===== config.mk =====
export PLATFORM = sky130hd
export DESIGN_NAME = prng_req_scheduler_flat
export DESIGN_NICKNAME = d
export VERILOG_FILES = /design/src/rtl/prng_pkg.sv /design/src/rtl/prng_req_scheduler_if.sv /design/src/rtl/prng_lfsr16.sv /design/src/rtl/prng_req_scheduler.sv /design/src/flat_wrapper.sv
export SDC_FILE = /design/constraint.sdc
export NUM_CORES = 1
export LEC_CHECK = 0
export CORE_MARGIN = 2
export CORE_UTILIZATION = 35
export DETAILED_ROUTE_END_ITERATION = 16
export GPL_TIMING_DRIVEN = 0
export PLACE_DENSITY_LB_ADDON = 0.08
export SETUP_SLACK_MARGIN = 0.5
export SYNTH_ARGS = -nofsm -noshare
export SYNTH_HDL_FRONTEND = slang
export SYNTH_SLANG_ARGS = --single-unit

===== constraint.sdc =====
create_clock -name clk -period 1.8 [get_ports clk]
set_input_delay 0.18 -clock clk [delete_from_list [all_inputs] [get_ports clk]]
set_output_delay 0.18 -clock clk [all_outputs]
set_load 0.01 [all_outputs]

===== src/rtl/prng_pkg.sv =====
// prng_pkg: shared constants, FSM state type and the LFSR step function for
// the PRNG request scheduler.
//   LFSR_W     LFSR width
//   LFSR_TAPS  Galois tap mask for x^16+x^14+x^13+x^11+1
//   state_t    scheduler states
//   lfsr_next  one right-shifting Galois step
package prng_pkg;

  localparam int LFSR_W = 16;
  localparam logic [LFSR_W-1:0] LFSR_TAPS = 16'hB400;

  typedef enum logic [1:0] {
    LOAD  = 2'd0,
    WARM  = 2'd1,
    SERVE = 2'd2
  } state_t;

  function automatic logic [LFSR_W-1:0] lfsr_next(input logic [LFSR_W-1:0] l);
    logic [LFSR_W-1:0] s;
    s = l >> 1;
    if (l[0]) s = s ^ LFSR_TAPS;
    return s;
  endfunction

endpackage


===== src/rtl/prng_req_scheduler_if.sv =====
// prng_req_scheduler_if: control, request and result signals between the pin
// decode logic (master) and the PRNG request scheduler (slave).
//   ena, seed_we, seed_in, req    master -> slave
//   gnt, rnd_valid, rnd_data, busy slave -> master
interface prng_req_scheduler_if #(
  parameter int NUM_REQ = 4
);
  import prng_pkg::*;

  logic               ena;
  logic               seed_we;
  logic [LFSR_W-1:0]  seed_in;
  logic [NUM_REQ-1:0] req;
  logic [NUM_REQ-1:0] gnt;
  logic               rnd_valid;
  logic [7:0]         rnd_data;
  logic               busy;

  modport master (
    output ena, seed_we, seed_in, req,
    input  gnt, rnd_valid, rnd_data, busy
  );

  modport slave (
    input  ena, seed_we, seed_in, req,
    output gnt, rnd_valid, rnd_data, busy
  );

endinterface


===== src/rtl/prng_lfsr16.sv =====
// prng_lfsr16: 16-bit Galois LFSR register.
//   clk, rst   clock, async active-high reset (loads SEED)
//   load       load load_val (takes priority over step)
//   load_val   value to load; caller guarantees it is non-zero
//   step       advance one LFSR step
//   value      current LFSR contents
module prng_lfsr16
  import prng_pkg::*;
#(
  parameter logic [LFSR_W-1:0] SEED = 16'hACE1
) (
  input  logic              clk,
  input  logic              rst,
  input  logic              load,
  input  logic [LFSR_W-1:0] load_val,
  input  logic              step,
  output logic [LFSR_W-1:0] value
);

  always_ff @(posedge clk or posedge rst) begin
    if (rst)       value <= SEED;
    else if (load) value <= load_val;
    else if (step) value <= lfsr_next(value);
  end

endmodule


===== src/rtl/prng_req_scheduler.sv =====
// prng_req_scheduler: owns the LFSR, sequences seed load and warm-up, then
// grants one requester per cycle round-robin, returning LFSR[15:8] and
// stepping the LFSR once per grant.
//   clk, rst   clock, async active-high reset
//   bus        slave modport: ena, seed_we, seed_in, req in;
//              gnt, rnd_valid, rnd_data, busy out
module prng_req_scheduler
  import prng_pkg::*;
#(
  parameter int                NUM_REQ = 4,
  parameter logic [LFSR_W-1:0] SEED    = 16'hACE1,
  parameter int                WARMUP  = 16
) (
  input  logic                clk,
  input  logic                rst,
  prng_req_scheduler_if.slave bus
);

  localparam int PTR_W = (NUM_REQ > 1) ? $clog2(NUM_REQ) : 1;

  state_t             state, state_nxt;
  logic [7:0]         warm_cnt;
  logic [PTR_W-1:0]   rr_ptr;
  logic [LFSR_W-1:0]  lfsr;
  logic [LFSR_W-1:0]  load_val;
  logic               lfsr_load, lfsr_step;
  logic               grant;
  logic               found;
  logic [PTR_W-1:0]   sel;
  int                 idx;
  logic [NUM_REQ-1:0] gnt_q;
  logic               valid_q;
  logic [7:0]         data_q;

  // A zero seed would lock the LFSR, so it is replaced by SEED.
  assign load_val = (bus.seed_in == '0) ? SEED : bus.seed_in;

  prng_lfsr16 #(.SEED(SEED)) u_lfsr (
    .clk      (clk),
    .rst      (rst),
    .load     (lfsr_load),
    .load_val (load_val),
    .step     (lfsr_step),
    .value    (lfsr)
  );

  // First set request at or after rr_ptr, wrapping by compare.
  always_comb begin
    found = 1'b0;
    sel   = '0;
    idx   = 0;
    for (int k = 0; k < NUM_REQ; k++) begin
      idx = int'(rr_ptr) + k;
      if (idx >= NUM_REQ) idx = idx - NUM_REQ;
      if (!found && bus.req[idx]) begin
        found = 1'b1;
        sel   = PTR_W'(idx);
      end
    end
  end

  always_ff @(posedge clk or posedge rst) begin
    if (rst) state <= WARM;
    else     state <= state_nxt;
  end

  // seed_we wins over everything, including a pending grant.
  always_comb begin
    state_nxt = state;
    lfsr_load = 1'b0;
    lfsr_step = 1'b0;
    grant     = 1'b0;
    if (bus.ena) begin
      if (bus.seed_we) begin
        state_nxt = LOAD;
      end else begin
        case (state)
          LOAD: begin
            lfsr_load = 1'b1;
            state_nxt = WARM;
          end
          WARM: begin
            lfsr_step = 1'b1;
            if (warm_cnt == 8'(WARMUP - 1)) state_nxt = SERVE;
          end
          SERVE: begin
            grant     = found;
            lfsr_step = found;
          end
          default: state_nxt = WARM;
        endcase
      end
    end
  end

  always_ff @(posedge clk or posedge rst) begin
    if (rst) begin
      warm_cnt <= '0;
    end else if (bus.ena && !bus.seed_we) begin
      if (state == LOAD)      warm_cnt <= '0;
      else if (state == WARM) warm_cnt <= warm_cnt + 8'd1;
    end
  end

  always_ff @(posedge clk or posedge rst) begin
    if (rst) begin
      rr_ptr  <= '0;
      gnt_q   <= '0;
      valid_q <= 1'b0;
      data_q  <= 8'h00;
    end else begin
      gnt_q   <= '0;
      valid_q <= 1'b0;
      if (grant) begin
        gnt_q   <= NUM_REQ'(1) << sel;
        valid_q <= 1'b1;
        data_q  <= lfsr[15:8];
        rr_ptr  <= (sel == PTR_W'(NUM_REQ - 1)) ? '0 : sel + PTR_W'(1);
      end
    end
  end

  assign bus.gnt       = gnt_q;
  assign bus.rnd_valid = valid_q;
  assign bus.rnd_data  = data_q;
  assign bus.busy      = (state != SERVE);

endmodule


===== src/flat_wrapper.sv =====
// flat-port wrapper written by rule: the top's interface ports become plain ports
module prng_req_scheduler_flat import prng_pkg::*;
#(
  parameter int                NUM_REQ = 4,
  parameter logic [LFSR_W-1:0] SEED    = 16'hACE1,
  parameter int                WARMUP  = 16
)
  (clk, rst, bus_ena, bus_seed_we, bus_seed_in, bus_req, bus_gnt, bus_rnd_valid, bus_rnd_data, bus_busy);
  prng_req_scheduler_if #(.NUM_REQ(NUM_REQ)) bus_i ();
  input  logic clk;
  input  logic rst;
  input wire logic [$bits(bus_i.ena)-1:0] bus_ena;
  input wire logic [$bits(bus_i.seed_we)-1:0] bus_seed_we;
  input wire logic [$bits(bus_i.seed_in)-1:0] bus_seed_in;
  input wire logic [$bits(bus_i.req)-1:0] bus_req;
  output wire logic [$bits(bus_i.gnt)-1:0] bus_gnt;
  output wire logic [$bits(bus_i.rnd_valid)-1:0] bus_rnd_valid;
  output wire logic [$bits(bus_i.rnd_data)-1:0] bus_rnd_data;
  output wire logic [$bits(bus_i.busy)-1:0] bus_busy;
  assign bus_i.ena = bus_ena;
  assign bus_i.seed_we = bus_seed_we;
  assign bus_i.seed_in = bus_seed_in;
  assign bus_i.req = bus_req;
  assign bus_gnt = bus_i.gnt;
  assign bus_rnd_valid = bus_i.rnd_valid;
  assign bus_rnd_data = bus_i.rnd_data;
  assign bus_busy = bus_i.busy;
  prng_req_scheduler #(.NUM_REQ(NUM_REQ), .SEED(SEED), .WARMUP(WARMUP)) u_core (.clk(clk), .rst(rst), .bus(bus_i));
endmodule

==> impl_metrics.tcl <==
set metrics [dict create \
    status "complete, no violations" \
    ir_drop_mv 0.5383 \
    timing.rr.end "u_core.u_lfsr.value[13]" \
    whs_ns 0.2793 \
    fin_crit_sh_pct 95.17 \
    drt_pass1_iterations 6 \
    critPathRequiredTime_ns 2.04 \
    top_layer "met4" \
    min_from "bus_ena" \
    die_w_um 81.87 \
    cp-start-kind "register" \
    clock.fmax_mhz 583.7 \
    grt_pass1_vias 1771 \
    cts_max_path_buffers 2 \
    synth.distinct_cells 44 \
    finalHoldViolCount 0 \
    r2r-start "u_core.state[0]" \
    layout_setup_ws_ns 0.08692 \
    min_path_type "in2reg" \
    initial_utilization_pct 36.05 \
    hold_depth 3 \
    power_switching_share_pct 32.64 \
    maxSlewViolCount 0 \
    synth_nets 235 \
    synth_edf_count 0 \
    grt_pass1_wl_mm 8.155 \
    gp_congestion 0.7573 \
    synthFlopType "dfrtp_1" \
    crit_buf_inv 2 \
    dp_cells 314 \
    wl_met1_mm 2.251 \
    antenna_found_initial 0 \
    syn_area_per_cell_um2 10.45 \
    wl_met2_mm 2.441 \
    num_vias 1754 \
    path_cells "inv_2 -> ha_4 -> nand4b_1 -> o221a_4 -> buf_6 -> a22o_1" \
    yosys-top-cells-area "dfrtp_1 38%, dfstp_2 11%, ha_1 4.7%" \
    hold_end "u_core.state[0]" \
    root_buffer "clkbuf_8" \
    p_sw_uw 947.2 \
    vias_per_cell 5.099 \
    dieArea_mm2 0.006702 \
    p_leak_nw 1.392 \
    rsz0062_at_grt "yes" \
    drive_gt1_share_pct 35.69 \
    clock_skew_ns 0.01553 \
    clk_pin_slew_ns 0.09 \
    pwr-share-seq_pct 46.0 \
    routedWlPerCell_um 14.39 \
    layout.cells.non_filler 344 \
    cts_sinks 41 \
    hold_buffers 0 \
    clock_latency_ns 0.30 \
    drt_first_iter_violations 58 \
    fp-row-count 28 \
    core_area_mm2 0.005886 \
    io_pins 38 \
    place_hpwl_mm 3.273 \
    relSlewSlack_pct 41.86 \
    yosysTopAreaCellShare_pct 37.74 \
    final_nets 300 \
    setup_viol 0 \
    yosysWarningCount 0 \
    worst_pin_slew_ns 0.8708 \
    comb_power_share_pct 31.8 \
    fin_area_mm2 0.003069 \
    arrival_ns 1.95 \
    drt-total-wl_mm 4.949 \
    synthArstFlopShare_pct 100.0 \
    cp-end-kind "register" \
    path_class "reg2reg" \
    critPathMaxStageDelay_ns 0.54 \
    cellPowerDensity_mw_per_mm2 945.6 \
    synth_seq_cells 41 \
    wl_met3_um 184 \
    htree_levels 2 \
    path_delay_family "compound AO/OA/AOI/OAI gates" \
    syn_inst 203 \
    yosys.area.top_type "dfrtp_1" \
    grt_max_degree 42 \
    route.detailed.drc 0 \
    crit_slowest_cell "dfstp_2" \
    drtAntennaViolNets 0 \
    port_buffers 36 \
    cts_made_buffers 5 \
    ys_seq_area_share_pct 48.88 \
    drv_cap 0 \
    rrSetupSlack_ns 0.09 \
    layout_min_cycle_time_ns 1.713 \
    cts_tree "yes" \
    ff2ff_path_depth 6 \
    chipHeight_um 81.87 \
    place_ws_ns -0.3366 \
    intPower_mw 1.955 \
    placed_area_mm2 0.002690 \
    clockPowerShare_pct 22.2 \
    antennaDiodeCount 0 \
    grt.total_usage_pct 15.98 \
    syn_area_mm2 0.002122 \
    syn_to_final_growth_pct 44.63 \
    critPathMaxFanout 8 \
    grt.overflow.total 0 \
]
[synth_stat cells (3+ instances only)]
master / instances
o21ai_0: 14
and2_1: 4
mux2i_1: 7
a21oi_1: 8
nand2b_1: 5
inv_1: 10
xnor2_1: 7
nor4_1: 5
nor2_1: 16
o2bb2ai_1: 6
dfrtp_1: 32
buf_2: 6
or3_1: 3
ha_1: 8
dfstp_2: 9
nand2_1: 19
o21ai_1: 3
mux2_2: 8
[per-layer routing]
metal / vias to the layer above / track usage (%)
li1: 850 / -
met1: 861 / 20.56
met2: 35 / 26.42
met3: 8 / 3.297
met4: 0 / 6.000
met5: - / 0
[kinds of logic after synthesis]
logic type | after synthesis | synth area share, %
muxes | 17 | 8.609
xor gates and xnor gates | 8 | 3.302
DFF | 41 | 48.88
buffers and inverters | 19 | 3.892
and+or+nand+nor | 69 | 17.81
AOI/OAI and AO/OA | 41 | 12.80
adders and majority gates | 8 | 4.717
[worst max-delay path by stage]
stage                           from                      end  slack [ns]  depth (start not counted)
floorplan            u_core.state[0]   u_core.u_lfsr.value[8]        0.16                          7
global placement          bus_req[1]         u_core.rr_ptr[1]       -0.32                          7
detailed placement        bus_req[1]         u_core.rr_ptr[1]       -0.34                          7
CTS                  u_core.state[0]  u_core.u_lfsr.value[13]        0.12                          6
global route        u_core.rr_ptr[0]         u_core.rr_ptr[1]        0.03                          6
finish               u_core.state[0]  u_core.u_lfsr.value[13]        0.09                          6
[placed cells by master (no fill, tap or decap), drive strengths merged, types with 9 or more instances in the layout]
master | netlist | routed
dfrtp | 32 | 32
buf | 8 | 29
clkdlybuf4s50 | 0 | 20
nand2 | 19 | 19
o21ai | 17 | 17
nor2 | 16 | 16
dlygate4sd2 | 0 | 15
inv | 10 | 11
mux2 | 10 | 10
dfstp | 9 | 9
[final cells by class]
type	instances	area [um2]
fillers	551	2816
multi-input cells	143	1191
flip-flops and latches	41	1037
repair buffers	58	524.3
well taps	75	93.84
plain buffers	9	91.34
clock buffers	5	68.82
inverters	10	37.54
clock inverters	3	25.02
[metrics by stage]
stage	utilization [%]	TNS, ns	power [mW]
2_1_floorplan	-	0	1.829
3_3_place_gp	45.71	-13.25	2.058
3_5_place_dp	45.71	-4.795	2.060
4_1_cts	51.02	0	2.853
5_1_grt	52.15	0	3.101
6_report	52.15	0	2.902
[repair_timing]
action,in CTS,in global routing
cloned,1,2
pin swaps,13,8
buffers inserted,17,2
setup endpoints to repair,55,41
resized for setup,44,17
[worst min-delay path, cell delays in order]
cell	delay [ns]
buf_2	0.17
o21a_1	0.14
o32ai_1	0.07
[sequential cells by signal, summed over array words and instances (netlist names)]
name	cells
u_core.state	2
u_core.bus.rnd_data	8
u_core.u_lfsr.value	16
u_core.warm_cnt	8
u_core.rr_ptr	2
u_core.bus.gnt	4
u_core.bus.rnd_valid	1
[power groups by stage]
stage               Clock, mW  Combinational [mW]  Sequential, mW
finish                  0.645               0.923            1.33
global route            0.699                1.04            1.36
CTS                     0.663               0.863            1.33
detailed placement          0               0.711            1.35
global placement            0               0.705            1.35
floorplan                   0               0.526            1.30
(Power assumes the default switching activity.)
